--- config.mk ---
export PLATFORM = sky130hd
export DESIGN_NAME = shrimp_instruction_fetch
export DESIGN_NICKNAME = d
export VERILOG_FILES = /design/src/rtl/shrimp_instruction_fetch.sv
export SDC_FILE = /design/constraint.sdc
export NUM_CORES = 1
export LEC_CHECK = 0
export CAP_MARGIN = 20
export CORE_MARGIN = 3
export CORE_UTILIZATION = 32
export CTS_BUF_LIST = sky130_fd_sc_hd__clkbuf_2
export DETAILED_ROUTE_END_ITERATION = 12
export PLACE_DENSITY = 0.81
export RECOVER_POWER = 50
export SYNTH_ARGS = -nofsm -noshare
export SYNTH_HDL_FRONTEND = slang
export SYNTH_SLANG_ARGS = --single-unit
--- constraint.sdc ---
create_clock -name clock -period 1.55 [get_ports clock]
set_input_delay 0.3875 -clock clock [delete_from_list [all_inputs] [get_ports clock]]
set_output_delay 0.3875 -clock clock [all_outputs]
set_load 0.05 [all_outputs]
--- src/rtl/shrimp_instruction_fetch.sv ---
// Two-byte instruction fetch: reads the low then high byte of the word at the PC and holds it for the decoder.
// Define SHRIMP_FETCH_ALIGN_CHECK_EN to stall and flag odd PCs instead of silently aligning them.
module shrimp_instruction_fetch (
  input  logic        clock,
  input  logic        reset,
  input  logic [15:0] instruction_address,
  input  logic        flush,
  output logic        pc_advance,
  output logic        mem_req,
  output logic [15:0] mem_addr,
  input  logic        mem_ack,
  input  logic [7:0]  mem_rdata,
  output logic [15:0] instr,
  output logic        instr_valid,
  input  logic        instr_ready,
  output logic        misaligned
);

  typedef enum logic [1:0] {
    IDLE     = 2'd0,
    FETCH_LO = 2'd1,
    FETCH_HI = 2'd2,
    HOLD     = 2'd3
  } state_t;

  state_t      state;
  logic [15:0] instr_q;
  logic        misaligned_q;
  logic [15:0] base_addr;
  logic        odd_pc;
  logic        lo_stall;

`ifdef SHRIMP_FETCH_ALIGN_CHECK_EN
  assign base_addr  = instruction_address;
  assign odd_pc     = instruction_address[0];
  assign misaligned = misaligned_q;
`else
  assign base_addr  = instruction_address & 16'hFFFE;
  assign odd_pc     = 1'b0;
  assign misaligned = 1'b0;
`endif

  // Once an odd PC is seen the low fetch stays parked until a flush redirects it.
  assign lo_stall = odd_pc | misaligned_q;

  always_ff @(posedge clock) begin
    if (!reset) begin
      state        <= IDLE;
      instr_q      <= 16'h0000;
      misaligned_q <= 1'b0;
    end else begin
      case (state)
        IDLE: begin
          state <= FETCH_LO;
        end
        FETCH_LO: begin
          if (flush) begin
            state        <= FETCH_LO;
            misaligned_q <= 1'b0;
          end else if (lo_stall) begin
            misaligned_q <= 1'b1;
          end else if (mem_ack) begin
            instr_q[7:0] <= mem_rdata;
            state        <= FETCH_HI;
          end
        end
        FETCH_HI: begin
          if (flush) begin
            state <= FETCH_LO;
          end else if (mem_ack) begin
            instr_q[15:8] <= mem_rdata;
            state         <= HOLD;
          end
        end
        HOLD: begin
          if (flush || instr_ready) begin
            state <= FETCH_LO;
          end
        end
        default: begin
          state <= IDLE;
        end
      endcase
    end
  end

  // Request and handshake outputs follow the live PC so a freshly stepped counter is fetched at once.
  always_comb begin
    mem_req    = 1'b0;
    mem_addr   = 16'h0000;
    pc_advance = 1'b0;
    case (state)
      FETCH_LO: begin
        if (!lo_stall) begin
          mem_req  = 1'b1;
          mem_addr = base_addr;
        end
      end
      FETCH_HI: begin
        mem_req  = 1'b1;
        mem_addr = base_addr + 16'd1;
      end
      HOLD: begin
        pc_advance = instr_ready & ~flush;
      end
      default: begin
        mem_req = 1'b0;
      end
    endcase
  end

  assign instr       = instr_q;
  assign instr_valid = (state == HOLD);

endmodule

==> results of run 1 <==
cells by family (layout without fill, tap and decap cells):
kind of cell | Yosys count | after routing | synth area share
flops | 18 | 18 | 0.382
other cells | 1 | 1 | 0.00397
fa+ha+maj | 5 | 5 | 0.0663
simple gates | 41 | 41 | 0.263
compound gates | 4 | 4 | 0.0332
mux | 18 | 18 | 0.191
buf+inv | 10 | 92 | 0.0610
cells in the mapped netlist:
master | number | area share
a211o_2 | 1 | 0.011
a21oi_1 | 1 | 0.0053
and2_1 | 15 | 0.099
and3_1 | 1 | 0.0066
buf_4 | 1 | 0.0080
buf_6 | 2 | 0.024
clkbuf_1 | 2 | 0.0080
clkbuf_2 | 1 | 0.0053
conb_1 | 1 | 0.0040
dfxtp_1 | 18 | 0.38
ha_1 | 5 | 0.066
inv_1 | 4 | 0.016
mux2i_1 | 18 | 0.19
nand2_1 | 3 | 0.012
nand2b_1 | 1 | 0.0066
nand3_1 | 1 | 0.0053
nand3b_1 | 2 | 0.016
nor2_1 | 1 | 0.0040
nor2_2 | 1 | 0.0066
nor2b_1 | 16 | 0.11
o2111ai_1 | 1 | 0.0093
o21bai_1 | 1 | 0.0080
worst reg2reg max path: cells and delay by family, from the launching register on:
kind                     cells  cell delay, ps
buffers and inverters        4             520
flip-flops                   1             390
AND/OR/NAND/NOR              2             230
multiplexers                 1             200
adder cells (fa/ha/maj)      1             160
through the flow:
stage | TNS [ps] | cells | setup WS [ps]
after detailed placement | -2980 | 199 | -164
after global placement | -1660 | 199 | -141
after CTS | -6810 | 208 | -360
after global routing | -7630 | 210 | -430
final | -5920 | 210 | -358
after floorplan | -1250 | 97 | -109
final timing paths:
check / to / from / slack [ps] / cells after the start
max: mem_addr[15] / state[0] / -360 / 6
max reg2reg: instr[3] / state[0] / -20 / 8
min reg2reg: instr[6] / instr[6] / 550 / 2
min: instr[6] / instr[6] / 550 / 2
state kept, by name (all words and copies together) (netlist names):
signal  cells
instr      16
state       2
report_power, final:
group | switching (mW) | internal, mW
Combinational | 0.356 | 0.430
Clock | 0.132 | 0.0528
Sequential | 0.0169 | 0.479
repair_timing:
| action | CTS | global route |
|---|---|---|
| pin swaps | 13 | 2 |
| resized for setup | 26 | 6 |
| gates cloned | 1 | 0 |
| setup endpoints to repair | 19 | 29 |
| setup buffers | 5 | 3 |
metal layers:
layer	vias up	wire length, um
li1	479	-
met1	451	1150
met2	63	1890
met3	8	317
met4	0	51
met5	-	0
cell type report:
| cell class | instances | area, sq um |
|---|---|---|
| clock buffers | 3 | 15.0 |
| fillers | 182 | 682 |
| inverters | 4 | 20.0 |
| multi-input cells | 69 | 647 |
| flip-flops and latches | 18 | 368 |
| well taps | 31 | 38.8 |
| repair buffers | 85 | 1010 |
==> metrics, run 1 <==
placer congestion estimate 0.711; Routed Antenna Nets 0; Setup Skew 13.3 ps; Cell variety after synth 22; CP startpoint kind flip-flop; CTS buffer count 3; Final WS setup -358 ps; Final #Nets 215; RSZ-0062 raised after global routing true; vias in the first global route 1065; syn avg cell area 9.73 sq um; final total power 1.47 mW; largest net degree at the start of global routing 12; initial antenna violation count 0; H-tree levels 1; Die H 60.3 um; delay-heaviest family, CP flip-flops; most used routing layer met2; Hold Vio Cnt, Final 0; total wire length 3410 um; final hold slack 550 ps; Max FO, Critical Path 5; CTS tree done; Die ar. 3640 sq um; hold crit path type reg2reg; Final Cell Area 2100 sq um; share of layout cells above drive strength 1 0.508; Power Density 698 nW/um^2; leak pwr 0.975 nW; GRT met2 Usage 0.384; WP data arrival 1520 ps; port bufs 62; post-synthesis cell count 97; Post-DP Area 2090 sq um; Max-Cap Viols 0; total gr overflow 0; crit-path cells inv_4, ha_4, nor2_4, buf_6, and2_4, buf_12; clock slew at reported path FFs 160 ps; Area Growth Syn to Fin 123%; Syn. warnings 0; # setup viols final 21; syn nets 131; post-route minimum period 1910 ps; drt drc 0; ant diodes 0; drt via density 4.77; routing usage on met1 0.206; clock root cell clkbuf_2; Crit path required time 1160 ps; status finished with violations; Iter 0 DRT Violations 18; Synth Register Bits 18; first-pass GRT wire length 5240 um; drt pass-1 iters 4; Clock Latency Late Sink 290 ps; Max Clk Rate 524 MHz; post-synthesis sequential area ratio 0.382; crit path capture type output pin; clk buf depth 2; core area 2780 sq um; most common cell after layout, fill and taps aside clkdlybuf4s50_1; Die X 60.3 um; # IOs 65; global-route met3 utilization 0.0389; post-route core utilization 0.755; CTS sink cnt 18; DP HPWL 2730 um; Vias 1001; fin crit share 1.23; Std-Cell Rows 19; total track usage 0.197; Syn Std Cell Area 943 sq um; failing checks setup timing; VDD IR-drop max 0.000624 V; Crit-path slowest cell dfxtp_4; hold_buf cts 0; slowest stage delay, CP 400 ps; Crit path buffers/inverters 3; routed len/inst 16.2 um; worst setup path class reg2out; Initial Util 0.339; Slew Viols, Final 0; most frequent cells in the layout clkdlybuf4s50_1 (27), buf_12 (24), mux2i_1 (18)
No activity file was read; power rests on OpenSTA's default activity.
==> run 2, diff against run 1 <==
--- a/config.mk
+++ b/config.mk
@@ -7,10 +7,10 @@
 export LEC_CHECK = 0
 export CAP_MARGIN = 20
 export CORE_MARGIN = 3
-export CORE_UTILIZATION = 32
-export CTS_BUF_LIST = sky130_fd_sc_hd__clkbuf_2
+export CORE_UTILIZATION = 54
 export DETAILED_ROUTE_END_ITERATION = 12
-export PLACE_DENSITY = 0.81
+export DONT_BUFFER_PORTS = 1
+export PLACE_DENSITY = 0.76
 export RECOVER_POWER = 50
 export SYNTH_ARGS = -nofsm -noshare
 export SYNTH_HDL_FRONTEND = slang
==> run 2 against run 1 <==
  * Die area down 37%
  * Register-to-register slack got worse by 110 ps
  * Sequential power increased by 5.8%
  * Clock-buffer cell count up 1
  * Critical endpoint is now mem_addr[9]
  * Cell count is 40% lower
  * Clock power increased by 53%
  * Critical path depth increased by 1
  * The flow still finishes with violations (setup timing)
==> metrics, run 2 (synthesis results as in run 1) <==
Vias 701; clock root cell clkbuf_4; clock slew at reported path FFs 100 ps; clk buf depth 2; core area 1580 sq um; share of layout cells above drive strength 1 0.459; most frequent cells in the layout mux2i_1 (18), nor2b_1 (16), dfxtp_1 (16); initial antenna violation count 0; port bufs 0; pre-CTS setup slack -128 ps; # IOs 65; Power Density 988 nW/um^2; routing usage on met1 0.199; WP data arrival 1480 ps; register area 368 sq um; Iter 0 DRT Violations 2; leak pwr 0.597 nW; Die X 47.8 um; Final #Nets 146; Routed Antenna Nets 0; H-tree levels 1; failing checks setup timing; CTS buffer count 3; Largest register FFs 16; GRT met2 Usage 0.317; most common cell after layout, fill and taps aside mux2i_1; r2r setup slk -130 ps; Die H 47.8 um; Max-slew headroom 0.642; Max-Cap Viols 0; Clock Latency Late Sink 290 ps; total track usage 0.183; drt via density 5.52; ant diodes 0; Setup Skew 5.71 ps; Initial Util 0.598; global-route met3 utilization 0.0789; CP startpoint kind flip-flop; Slew Viols, Final 0; vias in the first global route 656; most used routing layer met2; VDD IR-drop max 0.000770 V; Max Clk Rate 537 MHz; first-pass GRT wire length 2890 um; final total power 1.24 mW; CTS tree done; total wire length 2140 um; largest net degree at the start of global routing 21; RSZ-0062 raised after global routing true; fin crit share 1.20; drt pass-1 iters 4; hold crit path type in2reg; multi-input combinational cell area 634 sq um; Worst Max-Slew Pin Slew 536 ps; Final WS setup -314 ps; crit path capture type output pin; Area Growth Syn to Fin 33.4%; post-route minimum period 1860 ps; worst setup path class reg2out; drt drc 0; # setup viols final 27; Die ar. 2280 sq um; post-route core utilization 0.798; Fill cells 115; Std-Cell Rows 14; Crit path required time 1160 ps; status finished with violations; Max FO, Critical Path 7; routed len/inst 16.8 um; placer congestion estimate 0.772; total gr overflow 0; Hold Vio Cnt, Final 0; CTS sink cnt 18
[run 2: cell count changes in the layout (fill, tap and decap cells not counted), moves of 2 or more]
cell | before | now
clkbuf_4 | 0 | 3
clkdlybuf4s50_1 | 27 | 0
buf_4 | 12 | 7
buf_6 | 8 | 6
and2_4 | 15 | 10
and2_2 | 0 | 5
clkbuf_2 | 16 | 0
buf_12 | 24 | 3
[run 2: report_power, final]
group	internal (mW)	total, mW	leakage [nW]	switching (mW)
sequential	0.478	0.525	0.147	0.0465
combinational	0.188	0.438	0.429	0.250
clock	0.143	0.281	0.0210	0.138
total	0.809	1.24	0.597	0.435
[run 2: cell type report]
class	count	area share
multi-input combinational	69	0.504
inverter	4	0.0159
clock buffer	4	0.0288
tap	16	0.0159
sequential	18	0.292
timing repair buffer	16	0.143
[run 2: path summary, 6_finish.rpt]
kind | cells past startpoint | from | endpoint
hold / removal | 1 | reset | instr[9]
setup / recovery | 7 | state[0] | mem_addr[9]
setup reg to reg | 9 | state[0] | instr[10]
hold reg to reg | 3 | state[1] | state[1]
[run 2: metrics by stage]
| stage | TNS (ps) | hold WS [ps] | area, sq um | cells |
|---|---|---|---|---|
| floorplan | -1250 | 474 | 1000 | 97 |
| global placement | -995 | 518 | 1090 | 119 |
| detailed placement | -1430 | 522 | 1090 | 119 |
| CTS | -5060 | 211 | 1220 | 125 |
| global route | -7360 | 205 | 1260 | 127 |
| finish | -5260 | 215 | 1260 | 127 |
[run 2: metal layers]
layer  up-vias  part of all wire
li1        343                 -
met1       318              0.38
met2        38              0.51
met3         2              0.10
met4         0            0.0075
met5         -                 0
[run 2: repair_timing]
action / in CTS / in global routing
buffers inserted: 1 / 2
gates resized for setup: 19 / 7
setup endpoints to repair: 20 / 33
hold buffers: 0 / 0
pin swaps: 6 / 4
gates cloned: 1 / 0
[run 2: worst max-delay path, cell delays in order (launching register included)]
cell and delay [ps]:
dfxtp_4 360, inv_4 60, buf_6 90, ha_4 130, nor2_4 40, nor2_4 140, buf_6 130, and2_4 230
==> patch (config.mk and constraints of run 1) <==
Reset style: asynchronous (`reset`), changed in one clocked block.
--- a/src/rtl/shrimp_instruction_fetch.sv
+++ b/src/rtl/shrimp_instruction_fetch.sv
@@ -44,5 +44,5 @@
   assign lo_stall = odd_pc | misaligned_q;
 
-  always_ff @(posedge clock) begin
+  always_ff @(posedge clock or negedge reset) begin
     if (!reset) begin
       state        <= IDLE;
Check against the original RTL: differs if reset is asserted again (counterexample within 4 cycles, from zero or initial values and one cycle with reset low); with reset held inactive, the same outputs for 10 cycles.
==> patch against run 1 <==
The flow still finishes with violations (setup timing); first-iteration DRC count grew 44%; routed wire length fell by 6.6%; cell count decreased by 13%; sequential cell count did not move; synthesized area fell by 2.1%; worst setup slack got worse by 140 ps; design area is 3.9% higher; hold slack got worse by 28 ps; critical endpoint is now mem_addr[2].
Power is left out: it rests on default switching activity, and per cell area and clock period it moved more than threefold.
==> patch: results (changes against run 1) <==
global_route:
  grt_antenna_before_repair: 0  # unchanged
  grt_pass1_wl_mm: 4.464  # -15%
  grt_pass1_vias: 955  # -10%
  grt_max_degree: 19  # +7
  grt_usage: 0.1683  # -0.02842
critical_path:
  worstSetupStartpoint: "state[0]$_DFFE_PN0P_"
  max_stage_delay_ps: 440  # +40 ps
  r2r_cells: 8  # unchanged
  critical_path_arrival_ps: 1660  # +140 ps
  r2r_slack_ps: -110  # -90 ps
  cp-endpoint: "mem_addr[2]"
  worstReg2RegStart: "state[1]$_DFFE_PN0P_"
  r2r_end: "state[1]$_DFFE_PN0P_"
  slowest_stage: "dfrtp_1"
  worst-path-max-fanout: 15  # +10
sta:
  worst_pin_slew_ps: 905.9
  final-setup-viol-count: 21  # unchanged
  setup_ws_ps: -497.5  # -139.0 ps
  fin_skew_ps: 21.70  # +8.445 ps
route:
  vias: 876  # -12%
  firstDrtPassIters: 4  # unchanged
  drtIter0Drc: 26  # +8
  routedWlPerCell_um: 17.39  # +7.1%
yosys:
  ys_warn_count: 0  # unchanged
  ys_types: 19  # -14%
  synth_common_cells: "dfrtp_1, mux2_2, and2_1"
  yosysSeqAreaShare: 0.4878  # +0.1058
  netlist_top_cells_area: "dfrtp_1, mux2_2, and2_1"
  async_flop_share: 1.000  # +1.000
  synth_nets: 109  # -17%
cts:
  clkTransAtPathRegs_ps: 150
  htreeDepth: 1  # unchanged
  numCtsBuffers: 3  # unchanged
  cts-root-buf: "clkbuf_2"
  clk_latency_ps: 310  # +20 ps
  cts_buffer_depth: 2  # unchanged
status:
  status: "finished, violations left"
  violations: "setup timing"
layout:
  antennaDiodeCount: 0  # unchanged
  largest_reg_flops: 16  # unchanged
  nNetsFinal: 188  # -13%
  drive_above_1_share: 0.6405  # +0.1321
placement:
  portBuffers: 62  # unchanged
  dp_hpwl_mm: 2.235  # -18%
  finalWeightedCongestion: 0.6889  # -3.1%
  pre_cts_ws_ps: -205.1  # -41.39 ps
hold_path:
  hold_path_class: "register to register"
  hp-start: "instr[6]$_DFFE_PN0P_"
==> patch: cell count changes in the layout (fill, tap and decap cells not counted), sizes merged, moves of 2 or more <==
cell	before	now
clkbuf	16	7
dfxtp	18	0
nor2	2	4
nand3b	2	0
nor2b	16	1
mux2	0	16
mux2i	18	2
dfrtp	0	18
==> patch: timing repair <==
item,in CTS,in global routing
setup buffers,3,4
resized for setup,21,12
setup endpoints to repair,21,22
pin swaps,9,3
==> patch: metrics by stage <==
stage                     cell area, sq um  std cells  TNS (ps)  hold slack [ps]    util
final                                 2181        183     -8779            521.9  0.8348
after global placement                2048        173     -4613            553.8  0.7840
after detailed placement              2048        173     -5198            559.9  0.7840
after global routing                  2181        183    -10480            569.4  0.8348
after CTS                             2161        180     -8336            376.7  0.8271
after floorplan                      988.4         75     -2829            91.91       -
==> patch: cell families after synthesis <==
| family | Yosys count | share of synthesized area |
|---|---|---|
| muxes | 18 | 0.2168 |
| adders and majority gates | 5 | 0.06775 |
| and+or+nand+nor | 24 | 0.1707 |
| DFF | 18 | 0.4878 |
| AOI/OAI and AO/OA | 4 | 0.02710 |
| other | 1 | 0.004061 |
| buffers and inverters | 5 | 0.02574 |
==> patch: final cells by class <==
class                      count  area (sq um)
clock buffer                   3         15.01
clock inverter                 1         3.754
fill                         139         431.7
inverter                       3         13.76
multi-input combinational     52         596.8
sequential                    18         451.7
tap                           30         37.54
timing repair buffer          76          1062
==> patch: metal layers <==
metal / share of wire / GRT usage / vias up
li1: - / - / 403
met1: 0.36 / 0.1694 / 407
met2: 0.50 / 0.3148 / 61
met3: 0.12 / 0.05832 / 5
met4: 0.014 / 0.06013 / 0
met5: 0 / 0 / -
==> patch: worst max-delay path: cells and delay by family (launching register included) <==
family | cells | cell delay, ps
adders and majority gates | 1 | 230
DFF | 1 | 440
and+or+nand+nor | 2 | 280
buffers and inverters | 3 | 400
==> patch: worst min path at each step <==
| stage | end | slack [ps] | depth (start not counted) |
|---|---|---|---|
| floorplan | instr[0]$_DFFE_PN0P_ | 90 | 0 |
| global placement | instr[14]$_DFFE_PN0P_ | 550 | 1 |
| detailed placement | instr[6]$_DFFE_PN0P_ | 560 | 1 |
| CTS | instr[14]$_DFFE_PN0P_ | 380 | 2 |
| global route | instr[3]$_DFFE_PN0P_ | 570 | 1 |
| finish | instr[6]$_DFFE_PN0P_ | 520 | 1 |
